<file path="src/rtl/if_fetch_unit.sv">
// Instruction-fetch producer for IF/ID: owns the PC, issues in-order imem requests,
// tags responses with their fetch address and buffers them in a small FIFO.

module if_fetch_fifo #(
  parameter int W     = 32,
  parameter int DEPTH = 2,
  parameter int CW    = $clog2(DEPTH + 1)
) (
  input  logic          clk,
  input  logic          rst_n,
  input  logic          flush,
  input  logic          push,
  input  logic [W-1:0]  wdata,
  input  logic          pop,
  output logic [W-1:0]  rdata,
  output logic [CW-1:0] count
);
  localparam int PW = (DEPTH > 1) ? $clog2(DEPTH) : 1;

  logic [DEPTH-1:0][W-1:0] mem;
  logic [PW-1:0]           rd_ptr, wr_ptr;

  // Explicit wrap so non-power-of-two depths (3) cycle correctly
  function automatic logic [PW-1:0] ptr_inc(input logic [PW-1:0] p);
    return (p == PW'(DEPTH - 1)) ? '0 : p + PW'(1);
  endfunction

  always_ff @(posedge clk or posedge rst_n) begin
    if (rst_n) begin
      mem    <= '0;
      rd_ptr <= '0;
      wr_ptr <= '0;
      count  <= '0;
    end else if (flush) begin
      rd_ptr <= '0;
      wr_ptr <= '0;
      count  <= '0;
    end else begin
      if (push) begin
        mem[wr_ptr] <= wdata;
        wr_ptr      <= ptr_inc(wr_ptr);
      end
      if (pop)
        rd_ptr <= ptr_inc(rd_ptr);
      if (push && !pop)
        count <= count + CW'(1);
      else if (pop && !push)
        count <= count - CW'(1);
    end
  end

  assign rdata = mem[rd_ptr];

  a_no_overflow: assert property (@(posedge clk) disable iff (rst_n)
    (push && !pop && !flush) |-> (count < CW'(DEPTH)));
  a_no_underflow: assert property (@(posedge clk) disable iff (rst_n)
    (pop && !flush) |-> (count != '0));

endmodule

module if_fetch_unit #(
  parameter int                ADDR_W     = 14,
  parameter int                INSTR_W    = 32,
  parameter int                FIFO_DEPTH = 2,
  parameter logic [ADDR_W-1:0] RESET_PC   = '0
) (
  input  logic               clk,
  input  logic               rst_n,
  input  logic               stall_i,
  input  logic               redirect_i,
  input  logic [ADDR_W-1:0]  redirect_addr_i,
  output logic               imem_req_o,
  output logic [ADDR_W-1:0]  imem_addr_o,
  input  logic               imem_gnt_i,
  input  logic               imem_rvalid_i,
  input  logic [INSTR_W-1:0] imem_rdata_i,
  output logic [INSTR_W-1:0] instr_o,
  output logic [ADDR_W-1:0]  pc_o,
  output logic               valid_o
);
  localparam int CW = $clog2(FIFO_DEPTH + 1);

  typedef enum logic [1:0] {IDLE, FETCH, DRAIN} state_e;

  typedef struct packed {
    logic [INSTR_W-1:0] instr;
    logic [ADDR_W-1:0]  pc;
  } fetch_word_t;

  state_e            state, state_n;
  logic [CW-1:0]     discard, discard_n;
  logic [CW-1:0]     out_cnt, fifo_cnt;
  logic [CW:0]       credits_used;
  logic [ADDR_W-1:0] pc, tag_head, redirect_pc;
  logic              issue, rsp_acc, push, pop;
  fetch_word_t       push_word, head_word;

  assign redirect_pc = redirect_addr_i & ~ADDR_W'(3);

  // A response is only meaningful while something is in flight; anything
  // else (e.g. leftovers across a reset) is ignored.
  assign rsp_acc      = imem_rvalid_i && (out_cnt != '0);
  assign credits_used = {1'b0, out_cnt} + {1'b0, fifo_cnt};
  assign issue        = imem_req_o && imem_gnt_i;
  assign push         = (state == FETCH) && rsp_acc && !redirect_i;
  assign pop          = valid_o && !stall_i;
  assign push_word    = '{instr: imem_rdata_i, pc: tag_head};

  always_ff @(posedge clk or posedge rst_n) begin
    if (rst_n) begin
      state   <= IDLE;
      discard <= '0;
    end else begin
      state   <= state_n;
      discard <= discard_n;
    end
  end

  always_comb begin
    state_n     = state;
    discard_n   = discard;
    imem_req_o  = 1'b0;
    imem_addr_o = '0;
    case (state)
      IDLE: state_n = FETCH;
      FETCH: begin
        imem_req_o  = !redirect_i && (credits_used < (CW+1)'(FIFO_DEPTH));
        imem_addr_o = imem_req_o ? pc : '0;
        // A response landing in the redirect cycle is already stale
        if (redirect_i) begin
          discard_n = out_cnt - CW'(rsp_acc);
          if (discard_n != '0)
            state_n = DRAIN;
        end
      end
      DRAIN: begin
        discard_n = discard - CW'(rsp_acc);
        if (discard_n == '0)
          state_n = FETCH;
      end
      default: state_n = IDLE;
    endcase
  end

  always_ff @(posedge clk or posedge rst_n) begin
    if (rst_n)
      pc <= RESET_PC;
    else if (redirect_i)
      pc <= redirect_pc;
    else if (issue)
      pc <= pc + ADDR_W'(4);
  end

  // Tag queue depth tracks requests granted but not yet answered
  if_fetch_fifo #(.W(ADDR_W), .DEPTH(FIFO_DEPTH), .CW(CW)) u_tag_q (
    .clk   (clk),
    .rst_n (rst_n),
    .flush (1'b0),
    .push  (issue),
    .wdata (pc),
    .pop   (rsp_acc),
    .rdata (tag_head),
    .count (out_cnt)
  );

  if_fetch_fifo #(.W($bits(fetch_word_t)), .DEPTH(FIFO_DEPTH), .CW(CW)) u_out_q (
    .clk   (clk),
    .rst_n (rst_n),
    .flush (redirect_i),
    .push  (push),
    .wdata (push_word),
    .pop   (pop),
    .rdata (head_word),
    .count (fifo_cnt)
  );

  assign valid_o = (fifo_cnt != '0);
  assign instr_o = valid_o ? head_word.instr : '0;
  assign pc_o    = valid_o ? head_word.pc    : '0;

endmodule

</file>
<file path="config.mk">
export PLATFORM = sky130hd
export DESIGN_NAME = if_fetch_unit
export DESIGN_NICKNAME = d
export VERILOG_FILES = /design/src/rtl/if_fetch_unit.sv
export SDC_FILE = /design/constraint.sdc
export NUM_CORES = 1
export LEC_CHECK = 0
export CAP_MARGIN = 25
export CORE_UTILIZATION = 40
export CTS_BUF_LIST = sky130_fd_sc_hd__clkbuf_8
export CTS_CLUSTER_DIAMETER = 60
export CTS_CLUSTER_SIZE = 24
export DETAILED_ROUTE_END_ITERATION = 16
export SLEW_MARGIN = 15
export SYNTH_ARGS = -nofsm -noshare
export SYNTH_HDL_FRONTEND = slang
export SYNTH_SLANG_ARGS = --single-unit
</file>
<file path="constraint.sdc">
create_clock -name clk -period 7.11 [get_ports clk]
set_clock_uncertainty 0.15 [all_clocks]
set_input_delay 1.7775 -clock clk [delete_from_list [all_inputs] [get_ports clk]]
set_output_delay 1.7775 -clock clk [all_outputs]
set_load 0.05 [all_outputs]
</file>
==> results_dict.tcl <==
set metrics [dict create \
    status "finished, final reports clean" \
    layout.nets 708 \
    synth-seq-cells 136 \
    finalPower_w 0.00315 \
    drive_gt1_share_pct 22.8 \
    postSynthCellCount 552 \
    drt-pass1-iter-count 4 \
    detailed_place_hpwl_mm 9.03 \
    cts_made_buffers 17 \
    holdCritPathClass "flip-flop to flip-flop" \
    pwr-share-comb_pct 38.9 \
    pin_count 114 \
    cp_max_fo 11 \
    dieArea_sq_mm 0.0167 \
    crit_path_end_kind "primary output" \
    area_growth_pct 24.8 \
    synth.top_cell.area_share_pct 52.5 \
    tightest_slew_ns 0.751 \
    p_clk_share_pct 18.3 \
    stdcell_count 879 \
    cp_top_family "buffers and inverters" \
    rows 46 \
    cts_tree "built" \
    n_antenna_cell 0 \
    fin_tns_setup_ns 0 \
    pwr-share-seq_pct 42.8 \
    ir_drop_mv 0.147 \
    syn_area_per_cell_sq_um 11.7 \
    grt_pass1_wl_mm 22.7 \
    ctsHtreeMaxLevel 4 \
    insertion_delay_ns 0.44 \
    worstPathRequired_ns 5.18 \
    synthArstFlopShare_pct 100 \
    yosysUniqueCellTypes 50 \
    crit_path_start_kind "primary input" \
    power.leakage_nw 3.41 \
    switching_power_w 0.00116 \
    slowest_stage "clkdlybuf4s50_1" \
    ant_nets 0 \
    vias_per_cell 5.02 \
    cp.arrival_ns 3.91 \
    worstPathCellList "clkdlybuf4s50_1 > or4b_4 > nor2_1 > buf_4 > clkdlybuf4s50_1" \
    yosysWarnings 0 \
    synth_enable_flop_cells 0 \
    cts.sink_count 136 \
    netlist_top_cells_area "dfrtp_1 (53%), mux2_2 (16%), mux2i_1 (8.8%), nor2_1 (4.5%), a21oi_1 (2.2%)" \
    setup_violations 0 \
    finalWorstPathRequiredPeriod_ns 5.84 \
    ctsResizeCount 0 \
    ys.flop_type "dfrtp_1" \
    wl_mm 13.7 \
    root_buffer "clkbuf_8" \
    core_sq_mm 0.0158 \
    rsz0062_at_grt "no" \
    grt_pass1_vias 4458 \
    internal_power_w 0.00199 \
    gp_congestion 0.786 \
    drc 0 \
    dp_cells 847 \
    final-max-slew-violation-count 0 \
    vias 4415 \
    grt-ovfl-total 0 \
    path_buf_inv 3 \
    post_cts_buffers 0 \
    grt_max_degree 79 \
    path_clk_slew_ns 0.07 \
    fmax_mhz 171 \
    dieWidth_um 129 \
    cpPeakStageDelay_ns 0.80 \
    post_drt_wl_per_cell_um 15.5 \
    fp.dieH_um 129 \
    antenna_found_initial 0 \
    slew_headroom_pct 49.9 \
    finalHoldViolCount 0 \
    drt_iter0_drc 212 \
    min_period_over_period_pct 82.1 \
    critPathMostFrequentCell "clkdlybuf4s50_1" \
    synth_sequential_area_ratio_pct 52.5 \
    initial_utilization_pct 40.9 \
    io_buffers 107 \
    cts_hold_buf 0 \
    track_usage_pct 17.7 \
    clockBufferDepth 2 \
    worst-setup-path-type "primary input to primary output" \
    p_sw_share_pct 36.9 \
    maxCapViolCount 0 \
    power_density_mw_per_mm2 389 \
    netlist_area_sq_mm 0.00648 \
    yosys.area.top_type "dfrtp_1" \
]
## Yosys cell counts, types with 7 or more instances
library cell  number
dfrtp_1          136
mux2_2            91
nor2_1            78
mux2i_1           57
a21oi_1           28
nand2_1           13
buf_4             12
and2_1            11
buf_2             11
inv_1             11
clkbuf_1          10
o21ai_0           10
nand3_1            8
nor3_1             8
xnor2_1            7
## metrics by stage
step           area, sq um  setup slack, ns  utilization, %  hold slack (ns)
2_1_floorplan         6490             1.36               -            0.329
3_3_place_gp          7670             1.26            48.4            0.338
3_5_place_dp          7700             1.27            48.7            0.344
4_1_cts               8060             1.26            50.9            0.361
5_1_grt               8090             1.16            51.1            0.374
6_report              8090             1.27            51.1            0.357
## cell type report
| cell class | instances | area, sq um |
|---|---|---|
| Sequential cell | 136 | 3400 |
| Fill cell | 1424 | 7740 |
| Clock inverter | 11 | 81.3 |
| Clock buffer | 20 | 275 |
| Multi-Input combinational cell | 368 | 2850 |
| Timing Repair Buffer | 116 | 1160 |
| Tap cell | 216 | 270 |
| Inverter | 12 | 47.5 |
## registers in the layout, indices dropped and copies added, names as in the netlist
signal          cells
u_tag_q.rd_ptr      1
u_tag_q.wr_ptr      1
discard             2
state               2
u_out_q.wr_ptr      1
u_tag_q.mem        24
u_out_q.rd_ptr      1
u_tag_q.count       2
u_out_q.count       2
pc                 12
u_out_q.mem        88
## power by group through the flow
stage / sequential, W / clock [W] / combinational (W)
6_report: 0.00135 / 0.000576 / 0.00122
2_1_floorplan: 0.00127 / 0 / 0.000989
3_5_place_dp: 0.00137 / 0 / 0.00124
4_1_cts: 0.00135 / 0.000598 / 0.00124
3_3_place_gp: 0.00134 / 0 / 0.00119
5_1_grt: 0.00140 / 0.000635 / 0.00134
## logic make-up after synthesis
logic type,share of synthesized area (%)
muxes,24.6
and+or+nand+nor,10.4
DFF,52.5
AOI/OAI and AO/OA,5.62
buffers and inverters,3.98
xor gates and xnor gates,1.76
adders and majority gates,1.08
other,0.0579
## layout by cell type (no fill, tap or decap), drive strengths merged, types with 2 or more instances in the layout
cell type,netlist,final
a21oi,28,28
nand4,2,2
clkinv,0,8
inv,12,13
a311o,2,2
xnor2,7,7
clkbuf,10,20
nand2b,2,2
dfrtp,136,136
nand2,14,14
nor2,78,78
nor4,7,7
a21boi,2,2
nor3,8,8
a22o,2,2
ha,4,4
nor2b,2,2
clkdlybuf4s50,0,98
nand3,8,8
xor2,6,6
nand3b,2,2
o211ai,2,2
and2,11,11
buf,29,18
mux2i,57,57
o21ai,11,11
conb,1,4
mux2,91,91
o311ai,2,2
## layer usage
metal	global-route usage (%)	vias to the layer above	share of wire [%]
met5	0	-	0
met4	6.92	0	1.6
met3	3.63	19	4.3
met2	28.3	122	45
met1	23.6	2159	49
li1	-	2115	-
## worst paths after layout
| path | from | endpoint | slack (ns) | cells after the start |
|---|---|---|---|---|
| worst max-delay path | redirect_i | imem_req_o | 1.27 | 5 |
| worst min-delay path | u_tag_q.mem[9]$_DFFE_PP0P_ | u_tag_q.mem[9]$_DFFE_PP0P_ | 0.36 | 1 |
| worst max register to register | u_out_q.count[0]$_DFFE_PP0P_ | u_tag_q.mem[5]$_DFFE_PP0P_ | 4.20 | 7 |
| worst min register to register | u_tag_q.mem[9]$_DFFE_PP0P_ | u_tag_q.mem[9]$_DFFE_PP0P_ | 0.36 | 1 |
| max in group asynchronous | rst_n | u_out_q.mem[41]$_DFFE_PP0P_ | 3.99 | 4 |
| min in group asynchronous | rst_n | u_out_q.mem[65]$_DFFE_PP0P_ | 1.65 | 2 |
(Power assumes the default switching activity.)
